--- config.mk ---
export PLATFORM = sky130hd
export DESIGN_NAME = mem_arbiter_flat
export DESIGN_NICKNAME = d
export VERILOG_FILES = /design/src/rtl/mem_arbiter_if.sv /design/src/rtl/mem_arbiter.sv /design/src/flat_wrapper.sv
export SDC_FILE = /design/constraint.sdc
export NUM_CORES = 1
export LEC_CHECK = 0
export ABC_CLOCK_PERIOD_IN_PS = 1900
export BUFFER_PORTS_ARGS = -buffer_cell sky130_fd_sc_hd__buf_2
export CORE_ASPECT_RATIO = 0.8
export CORE_MARGIN = 5
export CORE_UTILIZATION = 45
export DETAILED_ROUTE_END_ITERATION = 10
export GPL_TIMING_DRIVEN = 0
export PLACE_DENSITY = 0.81
export SLEW_MARGIN = 20
export SYNTH_ARGS = -nofsm -noshare
export SYNTH_HDL_FRONTEND = slang
export SYNTH_SLANG_ARGS = --single-unit
export TNS_END_PERCENT = 1
--- constraint.sdc ---
create_clock -name clk -period 1.9 [get_ports clk]
set_clock_uncertainty 0.15 [all_clocks]
set_input_delay 0.19 -clock clk [delete_from_list [all_inputs] [get_ports clk]]
set_output_delay 0.19 -clock clk [all_outputs]
set_load 0.01 [all_outputs]
--- src/rtl/mem_arbiter_if.sv ---
// rtl/mem_arbiter_if.sv - requester and memory signal bundle for mem_arbiter
interface mem_arbiter_if #(
    parameter int ADDR_W = 10,
    parameter int DATA_W = 32
);
    logic              req0_read;
    logic              req0_write;
    logic [ADDR_W-1:0] req0_addr;
    logic [DATA_W-1:0] req0_wdata;
    logic              req1_read;
    logic              req1_write;
    logic [ADDR_W-1:0] req1_addr;
    logic [DATA_W-1:0] req1_wdata;
    logic              grant0;
    logic              grant1;
    logic              done0;
    logic              done1;
    logic              err;
    logic [DATA_W-1:0] rdata;
    logic              mem_read_en;
    logic              mem_write_en;
    logic [ADDR_W-1:0] mem_addr;
    logic [DATA_W-1:0] mem_wdata;
    logic              mem_ready;
    logic [DATA_W-1:0] mem_rdata;
    logic              busy;

    // Arbiter side: takes requests and memory status, drives grants and memory strobes
    modport slave (
        input  req0_read, req0_write, req0_addr, req0_wdata,
        input  req1_read, req1_write, req1_addr, req1_wdata,
        input  mem_ready, mem_rdata,
        output grant0, grant1, done0, done1, err, rdata,
        output mem_read_en, mem_write_en, mem_addr, mem_wdata, busy
    );

    // Environment side: requesters and the memory model
    modport master (
        output req0_read, req0_write, req0_addr, req0_wdata,
        output req1_read, req1_write, req1_addr, req1_wdata,
        output mem_ready, mem_rdata,
        input  grant0, grant1, done0, done1, err, rdata,
        input  mem_read_en, mem_write_en, mem_addr, mem_wdata, busy
    );
endinterface

--- src/rtl/mem_arbiter.sv ---
// rtl/mem_arbiter.sv - two-requester round-robin memory arbiter with timeout
module mem_arbiter #(
    parameter int ADDR_W  = 10,
    parameter int DATA_W  = 32,
    parameter int TIMEOUT = 15
) (
    input  logic          clk,
    input  logic          rst,
    mem_arbiter_if.slave  bus
);
    typedef enum logic {IDLE, BUSY} state_t;

    localparam logic [3:0] TIMEOUT_CNT = 4'(TIMEOUT);

    state_t            state;
    logic              owner;
    logic              last_owner;
    logic [3:0]        wait_cnt;
    logic [ADDR_W-1:0] addr_q;
    logic [DATA_W-1:0] wdata_q;
    logic [DATA_W-1:0] rdata_q;
    logic              grant0_q;
    logic              grant1_q;
    logic              done0_q;
    logic              done1_q;
    logic              err_q;
    logic              read_en_q;
    logic              write_en_q;
    logic              busy_q;

    logic              active0;
    logic              active1;
    logic              pick;

    // A requester that is being told "done" this cycle is not considered active,
    // so a finished owner cannot immediately re-win on a still-high level request.
    always_comb begin
        active0 = (bus.req0_read | bus.req0_write) & ~done0_q;
        active1 = (bus.req1_read | bus.req1_write) & ~done1_q;
        pick    = (active0 & active1) ? ~last_owner : active1;
    end

    // Two-state transfer FSM; all outputs are registered and change on the falling edge
    always_ff @(negedge clk or negedge rst) begin
        if (!rst) begin
            state      <= IDLE;
            owner      <= 1'b0;
            last_owner <= 1'b1;
            wait_cnt   <= 4'd0;
            addr_q     <= '0;
            wdata_q    <= '0;
            rdata_q    <= '0;
            grant0_q   <= 1'b0;
            grant1_q   <= 1'b0;
            done0_q    <= 1'b0;
            done1_q    <= 1'b0;
            err_q      <= 1'b0;
            read_en_q  <= 1'b0;
            write_en_q <= 1'b0;
            busy_q     <= 1'b0;
        end else begin
            done0_q <= 1'b0;
            done1_q <= 1'b0;
            err_q   <= 1'b0;
            case (state)
                IDLE: begin
                    if (active0 | active1) begin
                        state      <= BUSY;
                        owner      <= pick;
                        last_owner <= pick;
                        wait_cnt   <= 4'd0;
                        grant0_q   <= ~pick;
                        grant1_q   <= pick;
                        busy_q     <= 1'b1;
                        if (pick) begin
                            addr_q     <= bus.req1_addr;
                            wdata_q    <= bus.req1_wdata;
                            write_en_q <= bus.req1_write;
                            read_en_q  <= ~bus.req1_write;
                        end else begin
                            addr_q     <= bus.req0_addr;
                            wdata_q    <= bus.req0_wdata;
                            write_en_q <= bus.req0_write;
                            read_en_q  <= ~bus.req0_write;
                        end
                    end
                end
                BUSY: begin
                    if (bus.mem_ready || (wait_cnt == TIMEOUT_CNT)) begin
                        state      <= IDLE;
                        grant0_q   <= 1'b0;
                        grant1_q   <= 1'b0;
                        read_en_q  <= 1'b0;
                        write_en_q <= 1'b0;
                        busy_q     <= 1'b0;
                        done0_q    <= ~owner;
                        done1_q    <= owner;
                        // A ready in the limit cycle wins over the timeout
                        err_q      <= ~bus.mem_ready;
                        if (bus.mem_ready && read_en_q) begin
                            rdata_q <= bus.mem_rdata;
                        end
                    end else begin
                        wait_cnt <= wait_cnt + 4'd1;
                    end
                end
            endcase
        end
    end

    assign bus.grant0       = grant0_q;
    assign bus.grant1       = grant1_q;
    assign bus.done0        = done0_q;
    assign bus.done1        = done1_q;
    assign bus.err          = err_q;
    assign bus.rdata        = rdata_q;
    assign bus.mem_read_en  = read_en_q;
    assign bus.mem_write_en = write_en_q;
    assign bus.mem_addr     = addr_q;
    assign bus.mem_wdata    = wdata_q;
    assign bus.busy         = busy_q;
endmodule

--- src/flat_wrapper.sv ---
// flat-port wrapper written by rule: the top's interface ports become plain ports
module mem_arbiter_flat 
#(
    parameter int ADDR_W  = 10,
    parameter int DATA_W  = 32,
    parameter int TIMEOUT = 15
)
  (clk, rst, bus_req0_read, bus_req0_write, bus_req0_addr, bus_req0_wdata, bus_req1_read, bus_req1_write, bus_req1_addr, bus_req1_wdata, bus_mem_ready, bus_mem_rdata, bus_grant0, bus_grant1, bus_done0, bus_done1, bus_err, bus_rdata, bus_mem_read_en, bus_mem_write_en, bus_mem_addr, bus_mem_wdata, bus_busy);
  mem_arbiter_if #(.ADDR_W(ADDR_W), .DATA_W(DATA_W)) bus_i ();
  input  logic clk;
  input  logic rst;
  input wire logic [$bits(bus_i.req0_read)-1:0] bus_req0_read;
  input wire logic [$bits(bus_i.req0_write)-1:0] bus_req0_write;
  input wire logic [$bits(bus_i.req0_addr)-1:0] bus_req0_addr;
  input wire logic [$bits(bus_i.req0_wdata)-1:0] bus_req0_wdata;
  input wire logic [$bits(bus_i.req1_read)-1:0] bus_req1_read;
  input wire logic [$bits(bus_i.req1_write)-1:0] bus_req1_write;
  input wire logic [$bits(bus_i.req1_addr)-1:0] bus_req1_addr;
  input wire logic [$bits(bus_i.req1_wdata)-1:0] bus_req1_wdata;
  input wire logic [$bits(bus_i.mem_ready)-1:0] bus_mem_ready;
  input wire logic [$bits(bus_i.mem_rdata)-1:0] bus_mem_rdata;
  output wire logic [$bits(bus_i.grant0)-1:0] bus_grant0;
  output wire logic [$bits(bus_i.grant1)-1:0] bus_grant1;
  output wire logic [$bits(bus_i.done0)-1:0] bus_done0;
  output wire logic [$bits(bus_i.done1)-1:0] bus_done1;
  output wire logic [$bits(bus_i.err)-1:0] bus_err;
  output wire logic [$bits(bus_i.rdata)-1:0] bus_rdata;
  output wire logic [$bits(bus_i.mem_read_en)-1:0] bus_mem_read_en;
  output wire logic [$bits(bus_i.mem_write_en)-1:0] bus_mem_write_en;
  output wire logic [$bits(bus_i.mem_addr)-1:0] bus_mem_addr;
  output wire logic [$bits(bus_i.mem_wdata)-1:0] bus_mem_wdata;
  output wire logic [$bits(bus_i.busy)-1:0] bus_busy;
  assign bus_i.req0_read = bus_req0_read;
  assign bus_i.req0_write = bus_req0_write;
  assign bus_i.req0_addr = bus_req0_addr;
  assign bus_i.req0_wdata = bus_req0_wdata;
  assign bus_i.req1_read = bus_req1_read;
  assign bus_i.req1_write = bus_req1_write;
  assign bus_i.req1_addr = bus_req1_addr;
  assign bus_i.req1_wdata = bus_req1_wdata;
  assign bus_i.mem_ready = bus_mem_ready;
  assign bus_i.mem_rdata = bus_mem_rdata;
  assign bus_grant0 = bus_i.grant0;
  assign bus_grant1 = bus_i.grant1;
  assign bus_done0 = bus_i.done0;
  assign bus_done1 = bus_i.done1;
  assign bus_err = bus_i.err;
  assign bus_rdata = bus_i.rdata;
  assign bus_mem_read_en = bus_i.mem_read_en;
  assign bus_mem_write_en = bus_i.mem_write_en;
  assign bus_mem_addr = bus_i.mem_addr;
  assign bus_mem_wdata = bus_i.mem_wdata;
  assign bus_busy = bus_i.busy;
  mem_arbiter #(.ADDR_W(ADDR_W), .DATA_W(DATA_W), .TIMEOUT(TIMEOUT)) u_core (.clk(clk), .rst(rst), .bus(bus_i));
endmodule
# Word-level counts from Yosys, hierarchy flattened
# Index checks and enable logic that the tools add are counted.
# classes
n_addsub,1
n_eq_ne,4
n_mux,28
n_bitwise,15
n_reduce_logical,6
# ops
op,n
32-bit two-way mux,1
1-bit two-way mux,17
1-bit one-hot mux with 2 select lines,6
10-bit two-way mux,1
1-bit NOT,9
4-bit two-way mux,2
4-bit one-hot mux with 2 select lines,1
2-bit AND reduction,3
4-bit by 1-bit adder with 4-bit output (second input constant),1
4-bit equality test (second input constant),1
2-bit inequality test (second input constant),2
1-bit bitwise AND,3
1-bit OR,3
3-bit AND reduction,1
2-bit by 1-bit inequality test with 1-bit output (second input constant),1
1-bit logical AND,1
1-bit logical OR,1
# word_totals
register_bits,89
elab_cells,69

# Longest topological paths before layout
# Gate-level depths: netlist of the first run.
# depth
depth_word,7
mapped_depth,6
depth_no_buf,5

==> metrics.md, run 1 <==
| Metric | Value |
|---|---|
| First-pass GRT wire length | 18200 µm |
| Vias in the first global route | 3687 |
| Most frequent cells in the layout | buf_2 (179), dfrtn_1 (88), a21oi_1 (57), nand2_1 (42), nor2_1 (40) |
| Most common cell after layout, fill and taps aside | buf_2 |
| Worst path cell trace | buf_2 |
| Clock group share of total power | 13.8% |
| Netlist Area Pre-Place | 3750 µm² |
| CP max stage delay | 0.45 ns |
| DP Wirelength | 8930 µm |
| Violated checks | negative setup slack |
| Internal | 5.85 mW |
| Xor-xnor portion of the synthesized cell area | 0% |
| Logic pwr share | 49.9% |
| DR vias | 3480 |
| Number of remaining DRC errors | 0 |
| Critical path endpoint category | output port |
| Routed wire length per instance | 17.2 µm |
| Syn Inst Count | 344 |
| # diodes | 0 |
| Yosys cell types | 34 |
| Sw Share | 38.8% |
| Worst r2r src | u_core.wait_cnt[0]$_DFFE_NN0P_ |
| Mux share of post-synthesis cell area | 10.2% |
| Drt pass-1 iters | 4 |
| PortBufs | 204 |
| PwrDens | 1750 nW/µm² |
| Initial Util | 46.7% |
| Largest family of logic cells by synthesized area | compound AO/OA/AOI/OAI gates |
| Crit Path Category | reg2out |
| Ys async rst share | 100% |
| Tot GR Track Use | 21.9% |
| Status | finished, violations left |
| Main synth FF type | dfrtn_1 |
| CTS max path bufs | 2 |
| Worst Setup Start Kind | flip-flop |
| CTS Buf Count | 9 |
| Post-synthesis compound-gate area fraction | 15.5% |
| Yosys Warn Count | 0 |
| Layout net count | 684 |
| Final wirelength | 11600 µm |
| Worst VDD drop | 0.901 mV |
| Hold wc startpoint | u_core.owner$_DFFE_NN0P_ |
| Rel. slew slack | 63.2% |
| Core area | 8020 µm² |
| RSZ-0062 raised after global routing | true |
| Synth top area cells | dfrtn_1 (59%), a21oi_1 (10%), mux2_2 (9.9%) |
| Cell type with the largest total area after synthesis | dfrtn_1 |
| Maxcap violations | 0 |
| Setup TNS | -34.37 ns |
| TritonCTS clock tree | done |
| Post-Syn Area per Cell | 10.9 µm² |
| Synthesis-to-finish area growth | 46.1% |
| Fillcell total | 622 |
| Worst Max-Slew Pin Slew | 0.547 ns |
| Total gr overflow | 0 |
| Share of layout cells above drive strength 1 | 54.0% |
| DIE HEIGHT | 91.6 µm |
| Max-slew violations | 0 |
| Worst Reg2Reg Path Length in Cells | 5 |
| Psw | 3.70 mW |
| Gpl congestion | 0.879 |
| I/O Pins | 205 |
| Largest net degree at the start of global routing | 53 |
| Worst Path Required | 1.56 ns |
| Worst hold stages | 1 |
| Final setup margin | -0.314 ns |
| Setup-failing EPs final | 163 |
| Final core utilization | 68.3% |
| Post-CTS setup buffers | 0 |
| Hold Fails Final Rpt | 0 |
| CP Max Fanout | 2 |
| Sequential group share of total power | 36.2% |
| # hold bufs at CTS | 0 |
| Arrival @ worst endpoint | 1.87 ns |
| Slowest cell on the critical path | dfrtn_1 |
| Flops & latches, synth | 89 |
| LEAKAGE | 2.71 nW |
| Initial antenna violation count | 0 |
| Htree depth | 3 |
| EDFF count, synth | 0 |
| Clk root buf | clkbuf_8 |
| Core Rows | 29 |
| TritonCTS Sinks | 89 |
| Post-Syn Nets | 468 |
| Post-synthesis simple-gate area fraction | 10.6% |
| Clk_lat worst skew | 0.38 ns |
| Sequential area share after synthesis | 59.5% |
| Die width | 112 µm |
| Top delay family on crit path | flip-flops |
| FF-to-FF End | u_core.bus.mem_read_en$_DFFE_NN0P_ |
| Hold-critical path endpoint | u_core.bus.done0$_DFF_NN0_ |
| Post-DR vias/cell | 5.17 |
| CP Buf/Inv Count | 1 |
| DIE AREA | 10300 µm² |
| ANT nets after route | 0 |
| Post-synthesis adder-cell area fraction | 0.334% |
| Worst hold path type | reg2reg |
| Clock Pin Slew Worst Setup and Hold Paths | 0.06 ns |
| Flop2flop setup slack | 0.01 ns |
| Post-synth top area share | 58.8% |
| Drt first-iter violations | 254 |
[metrics by stage]
step                setup slack, ns  area [µm²]  power, mW  std cells  hold WS (ns)
global placement              -1.08        4900       7.42        656         0.224
global route                 -0.364        5470       10.2        673         0.257
CTS                          -0.324        5390       9.44        673         0.248
floorplan                    -0.353        3750       5.88        344         0.193
finish                       -0.314        5470       9.55        673         0.240
detailed placement           -0.667        4930       7.63        657         0.236
[cells in the mapped netlist (2+ instances only)]
| cell type | count |
|---|---|
| a21o_1 | 2 |
| a21oi_1 | 77 |
| a221o_1 | 4 |
| buf_2 | 17 |
| buf_6 | 4 |
| dfrtn_1 | 88 |
| inv_1 | 5 |
| mux2_2 | 33 |
| nand2_1 | 42 |
| nor2_1 | 42 |
| nor2b_1 | 2 |
| nor3b_1 | 4 |
| o21ai_0 | 2 |
| o21bai_4 | 2 |
[sequential cells by signal, summed over array words and instances, names as in the netlist, 4 cells and up]
register              count
u_core.bus.mem_wdata     32
u_core.bus.mem_addr      10
u_core.wait_cnt           4
u_core.bus.rdata         32
[power by group through the flow]
stage | clock network, mW | logic (mW) | registers (mW)
after floorplan | 0.00659 | 2.06 | 3.81
after global placement | 0.00659 | 4.04 | 3.37
after detailed placement | 0.00659 | 4.19 | 3.42
after CTS | 1.36 | 4.64 | 3.43
after global routing | 1.45 | 5.17 | 3.57
final | 1.32 | 4.77 | 3.46
[area by class of cell]
| class | count | area (µm²) | area share [%] |
|---|---|---|---|
| Sequential cell | 89 | 2230 | 40.7 |
| Multi-Input combinational cell | 229 | 1490 | 27.1 |
| Timing Repair Buffer | 205 | 1210 | 22.1 |
| Buffer | 21 | 196 | 3.59 |
| Clock buffer | 10 | 138 | 2.51 |
| Tap cell | 108 | 135 | 2.47 |
| Clock inverter | 7 | 68.8 | 1.26 |
| Inverter | 4 | 15.0 | 0.274 |
[worst max path at each step]
| stage | from | to | slack, ns | cells after the start |
|---|---|---|---|---|
| after CTS | u_core.bus.mem_addr[7]$_DFFE_NN0P_ | bus_mem_addr[7] | -0.32 | 1 |
| after detailed placement | bus_req0_write | u_core.bus.mem_write_en$_DFFE_NN0P_ | -0.67 | 5 |
| after floorplan | bus_req0_write | u_core.bus.mem_wdata[13]$_DFFE_NN0P_ | -0.35 | 5 |
| after global placement | rst | u_core.bus.mem_wdata[19]$_DFFE_NN0P_ | -1.08 | 1 |
| after global routing | u_core.bus.done1$_DFF_NN0_ | bus_done1 | -0.36 | 1 |
| final | u_core.bus.mem_addr[7]$_DFFE_NN0P_ | bus_mem_addr[7] | -0.31 | 1 |
[cell families after synthesis]
family	after synthesis
muxes	34
buffers and inverters	26
adders and majority gates	1
DFF	89
and+or+nand+nor	96
AOI/OAI and AO/OA	98
[routing by layer]
metal	vias up	wire [µm]	track usage [%]
met5	-	0	0
met1	1696	4480	26.2
met2	137	6000	38.0
met3	33	717	5.99
met4	0	374	8.51
li1	1614	-	-
[timing repair]
action	CTS	global route
gates resized for setup	60	22
gates cloned	0	0
pin swaps	12	0
endpoints found under the setup margin	164	165
(Power assumes the default switching activity.)
==> run 2: changes to the inputs <==
- ABC_AREA: default -> 1
- CORE_UTILIZATION: 45 -> 46
==> run 2 against run 1 <==
The flow still finishes with violations (negative setup slack). Sequential cell count unchanged. First-iteration DRC count down 39%. Clock power up 8%. Worst hold slack worse by 0.022 ns. Wire length down 2.8%. Non-clock buffer count up 1.
==> metrics.md, run 2 <==
| Metric | Value |
|---|---|
| Rel. slew slack | 71.6% |
| Most common cell after layout, fill and taps aside | buf_2 |
| Logic pwr share | 48.6% |
| DP Wirelength | 8640 µm |
| Initial antenna violation count | 0 |
| Post-synth top area share | 54.2% |
| Clock group share of total power | 14.9% |
| PwrDens | 1660 nW/µm² |
| Post-Syn Area per Cell | 9.01 µm² |
| TritonCTS clock tree | done |
| Final setup margin | -0.301 ns |
| Largest family of logic cells by synthesized area | simple AND/OR/NAND/NOR gates |
| FF-to-FF End | u_core.bus.mem_read_en$_DFFE_NN0P_ |
| CTS Buf Count | 9 |
| Sequential area share after synthesis | 54.9% |
| Crit Path Category | reg2out |
| Setup-failing EPs final | 135 |
| LEAKAGE | 3.17 nW |
| Cell type with the largest total area after synthesis | dfrtn_1 |
| Tot GR Track Use | 20.5% |
| Post-DR vias/cell | 4.80 |
| Core Rows | 30 |
| Clk root buf | clkbuf_8 |
| Synth cell count leaders | nand2_1 (144), dfrtn_1 (88), inv_1 (50), nor2_1 (45), o21ai_1 (37) |
| Hold Fails Final Rpt | 0 |
| DIE HEIGHT | 94.0 µm |
| Violated checks | negative setup slack |
| CP Buf/Inv Count | 1 |
| Worst Path Required | 1.56 ns |
| Worst Setup Start Kind | flip-flop |
| Largest net degree at the start of global routing | 61 |
| Synthesis-to-finish area growth | 41.3% |
| Htree depth | 3 |
| Die width | 115 µm |
| Synth top area cells | dfrtn_1 (54%), nand2_1 (13%), mux2_2 (5.3%) |
| Worst hold path type | reg2reg |
| TritonCTS Sinks | 89 |
| Clock Pin Slew Worst Setup and Hold Paths | 0.06 ns |
| Post-synthesis compound-gate area fraction | 5.39% |
| Slowest cell on the critical path | dfrtn_1 |
| CP Max Fanout | 2 |
| Final wirelength | 11200 µm |
| Ys async rst share | 100% |
| ANT nets after route | 0 |
| First-pass GRT wire length | 17700 µm |
| Sequential group share of total power | 36.5% |
| CTS max path bufs | 2 |
| Worst r2r src | u_core.bus.done1$_DFF_NN0_ |
| Post-Syn Nets | 575 |
| Post-synthesis simple-gate area fraction | 21.3% |
| Final core utilization | 67.0% |
| Worst Reg2Reg Path Length in Cells | 9 |
| Critical path endpoint category | output port |
| Clk_lat worst skew | 0.38 ns |
| Yosys Warn Count | 0 |
| Internal | 5.83 mW |
| Drt pass-1 iters | 4 |
| Flop2flop setup slack | 0.28 ns |
| Top delay family on crit path | flip-flops |
| Hold-critical path endpoint | u_core.bus.done0$_DFF_NN0_ |
| DR vias | 3765 |
| Psw | 3.72 mW |
| Syn Inst Count | 451 |
| Worst path cell trace | buf_6 |
| Most frequent cells in the layout | buf_2 (182), nand2_1 (141), dfrtn_1 (88), inv_1 (48), nor2_1 (41) |
| Setup WS pre-CTS | -0.602 ns |
| Maxcap violations | 0 |
| Initial Util | 47.5% |
| Share of layout cells above drive strength 1 | 41.3% |
| # diodes | 0 |
| Gpl congestion | 0.872 |
| Max-slew violations | 0 |
| Xor-xnor portion of the synthesized cell area | 0.216% |
| Yosys cell types | 25 |
| Flops & latches, synth | 89 |
| I/O Pins | 205 |
| Vias in the first global route | 3786 |
| DIE AREA | 10800 µm² |
| Number of remaining DRC errors | 0 |
| EDFF count, synth | 0 |
| Layout net count | 793 |
| Main synth FF type | dfrtn_1 |
| Arrival @ worst endpoint | 1.86 ns |
| Drt first-iter violations | 156 |
| Hold wc startpoint | u_core.owner$_DFFE_NN0P_ |
| Worst VDD drop | 0.786 mV |
| PortBufs | 204 |
| RSZ-0062 raised after global routing | true |
| Count leader, synth | nand2_1 |
| Sw Share | 39.0% |
| Worst Max-Slew Pin Slew | 0.425 ns |
| Status | finished, violations left |
| CP max stage delay | 0.45 ns |
| Fillcell total | 658 |
| Core area | 8560 µm² |
| Worst hold stages | 1 |
| Setup TNS | -25.95 ns |
| Final total power | 9.55 mW |
| Total gr overflow | 0 |
| Post-synthesis adder-cell area fraction | 0.308% |
| Mux share of post-synthesis cell area | 8.87% |
| Routed wire length per instance | 14.3 µm |
| Netlist Area Pre-Place | 4060 µm² |
==> run 2: worst max-delay path by stage <==
stage | start | cells after the start | slack, ns | end
2_1_floorplan | bus_req0_write | 10 | -0.19 | u_core.bus.mem_read_en$_DFFE_NN0P_
3_3_place_gp | rst | 1 | -1.08 | u_core.bus.rdata[11]$_DFFE_NN0P_
3_5_place_dp | bus_req0_write | 11 | -0.60 | u_core.bus.mem_read_en$_DFFE_NN0P_
4_1_cts | u_core.bus.mem_wdata[14]$_DFFE_NN0P_ | 1 | -0.32 | bus_mem_wdata[14]
5_1_grt | u_core.bus.mem_wdata[19]$_DFFE_NN0P_ | 1 | -0.35 | bus_mem_wdata[19]
6_report | u_core.bus.mem_wdata[14]$_DFFE_NN0P_ | 1 | -0.30 | bus_mem_wdata[14]
==> run 2: cell families after synthesis <==
group / count (synthesis)
xor gates and xnor gates: 1
DFF: 89
muxes: 32
and+or+nand+nor: 214
AOI/OAI and AO/OA: 43
adders and majority gates: 1
buffers and inverters: 71
==> run 2: final cells by class <==
class / instances / area [µm²] / share of cell area, %
buffer: 20 / 216 / 3.77
clock inverter: 7 / 93.8 / 1.64
timing repair buffer: 207 / 1210 / 21.0
tap: 112 / 140 / 2.44
inverter: 50 / 208 / 3.62
clock buffer: 9 / 124 / 2.16
sequential: 89 / 2230 / 38.8
multi-input combinational: 291 / 1520 / 26.5
==> run 2: stage by stage <==
step | instance area, µm² | hold slack [ns] | std cells
floorplan | 4100 | 0.193 | 451
global placement | 5260 | 0.198 | 767
detailed placement | 5290 | 0.224 | 768
CTS | 5620 | 0.224 | 785
global route | 5740 | 0.242 | 785
finish | 5740 | 0.218 | 785
==> run 2: power by group through the flow <==
stage	Clock, mW	Combinational (mW)	Sequential, mW
after floorplan	0.00659	2.19	3.83
after global placement	0.00659	4.18	3.40
after detailed placement	0.00659	4.31	3.44
after CTS	1.46	4.49	3.45
after global routing	1.53	5.15	3.61
final	1.42	4.64	3.49
==> run 2: what timing repair did <==
item / in CTS / in global routing
setup buffers: 2 / 0
endpoints found under the setup margin: 166 / 149
resized for setup: 17 / 24
hold buffers: 0 / 0
==> run 2: layer usage <==
metal  global-route usage, %  routed length [µm]  share of wire (%)  vias up
li1                        -                   -                  -     1843
met1                    25.3                4510                 40     1711
met2                    34.4                5370                 48      195
met3                    6.70                1190                 11       16
met4                    6.06                 161                1.4        0
met5                       0                   0                  0        -
==> run 3: changes to the inputs <==
- REMOVE_ABC_BUFFERS: default -> 1
- SLEW_MARGIN: 20 -> default
==> run 3 against run 2 <==
The flow still finishes with violations (negative setup slack). First-iteration DRC count fell by 9.6%. Sequential cell count did not move. Core utilization fell by 1.4 points. Critical path type unchanged. Largest cell class unchanged. Highest routed layer unchanged.
==> metrics.md, run 3 (same netlist as run 2, synthesis figures left out) <==
| Metric | Value |
|---|---|
| Status | finished, violations left |
| Violated checks | negative setup slack |
| Initial Util | 47.5% |
| RSZ-0062 raised after global routing | true |
| Total gr overflow | 0 |
| Crit Path Category | reg2out |
| Worst path cell trace | buf_2 |
| Number of remaining DRC errors | 0 |
| CP max stage delay | 0.44 ns |
| Hold-critical path endpoint | u_core.bus.done0$_DFF_NN0_ |
| Worst Setup Start Kind | flip-flop |
| Final total power | 9.24 mW |
| First-pass GRT wire length | 16700 µm |
| Core area | 8560 µm² |
| ANT nets after route | 0 |
| Worst Path Required | 1.56 ns |
| Critical path endpoint category | output port |
| Worst r2r src | u_core.state$_DFF_NN0_ |
| Max-slew violations | 0 |
| Worst VDD drop | 0.898 mV |
| Setup WS pre-CTS | -1.43 ns |
| CTS Buf Count | 9 |
| Synthesis-to-finish area growth | 38.3% |
| Final setup margin | -0.308 ns |
| Drt pass-1 iters | 4 |
| Worst hold stages | 1 |
| Layout net count | 779 |
| Die width | 115 µm |
| Largest net degree at the start of global routing | 83 |
| DIE HEIGHT | 94.0 µm |
| I/O Pins | 205 |
| Most frequent cells in the layout | buf_2 (175), nand2_1 (140), dfrtn_1 (88), inv_1 (49), nor2_1 (42) |
| Hold Fails Final Rpt | 0 |
| Gpl congestion | 0.775 |
| # hold bufs at CTS | 0 |
| Maxcap violations | 0 |
| Routed wire length per instance | 14.5 µm |
| Flop2flop setup slack | 0.18 ns |
| LEAKAGE | 3.08 nW |
| Fillcell total | 680 |
| CP Buf/Inv Count | 1 |
| Clk root buf | clkbuf_8 |
| Post-DR vias/cell | 4.73 |
| DP Wirelength | 7580 µm |
| Tot GR Track Use | 19.4% |
| PwrDens | 1640 nW/µm² |
| DP Area | 5080 µm² |
| WHS | 0.214 ns |
| Hold wc startpoint | u_core.owner$_DFFE_NN0P_ |
| PortBufs | 204 |
| Core Rows | 30 |
| Most common cell after layout, fill and taps aside | buf_2 |
| Setup TNS | -35.71 ns |
| Rel. slew slack | 60.9% |
| DR vias | 3654 |
| TritonCTS Sinks | 89 |
| Clock Pin Slew Worst Setup and Hold Paths | 0.06 ns |
| Final Non-Filler Cells | 772 |
| Initial antenna violation count | 0 |
| Htree depth | 3 |
| Final instance area | 5620 µm² |
| TritonCTS clock tree | done |
| # diodes | 0 |
| CP Max Fanout | 2 |
| Worst Max-Slew Pin Slew | 0.586 ns |
| Placed Instances | 748 |
| Vias in the first global route | 3554 |
| Slowest cell on the critical path | dfrtn_1 |
| Top delay family on crit path | flip-flops |
| Worst Reg2Reg Path Length in Cells | 4 |
| Setup-failing EPs final | 165 |
| CTS max path bufs | 2 |
| Worst Setup SP | u_core.bus.mem_wdata[31]$_DFFE_NN0P_ |
| Final core utilization | 65.6% |
| Share of layout cells above drive strength 1 | 40.0% |
| Drt first-iter violations | 141 |
| DIE AREA | 10800 µm² |
| Worst hold path type | reg2reg |
| FF-to-FF End | u_core.bus.mem_wdata[11]$_DFFE_NN0P_ |
| Clk_lat worst skew | 0.39 ns |
| Final wirelength | 11200 µm |
| Arrival @ worst endpoint | 1.87 ns |
## run 3: per-layer routing
layer  GRT usage, %  wire (µm)  vias up
met2           31.2       5240      175
met3           5.41       1070        9
li1               -          -     1814
met4           5.47         86        0
met5              0          0        -
met1           25.8       4790     1656
## run 3: worst max path at each step
| stage | end | cells after the start |
|---|---|---|
| final | bus_mem_wdata[31] | 1 |
| after global routing | bus_mem_write_en | 1 |
| after CTS | bus_done1 | 1 |
| after detailed placement | u_core.bus.mem_read_en$_DFFE_NN0P_ | 10 |
| after global placement | u_core.bus.mem_read_en$_DFFE_NN0P_ | 10 |
| after floorplan | u_core.bus.mem_read_en$_DFFE_NN0P_ | 9 |
## run 3: final cells by class
type                            count  area [µm²]  area share [%]
Inverter                           50         214            3.81
Tap cell                          112         140            2.49
Sequential cell                    89        2230            39.7
Clock buffer                       10         128            2.27
Timing Repair Buffer              210        1270            22.6
Clock inverter                      7        53.8           0.958
Multi-Input combinational cell    294        1590            28.2
## run 3: what timing repair did
item                       in CTS  in global routing
pin swaps                       0                  2
setup endpoints to repair     168                167
buffers inserted                1                  4
gates cloned                    0                  3
gates resized for setup        35                 22
## run 3: power breakdown
| part | leakage (nW) | switching [mW] | total, mW | internal [mW] |
|---|---|---|---|---|
| logic | 1.92 | 2.54 | 4.54 | 2.00 |
| registers | 1.07 | 0.568 | 3.49 | 2.92 |
| clock network | 0.0888 | 0.710 | 1.20 | 0.492 |
| total | 3.08 | 3.82 | 9.24 | 5.42 |
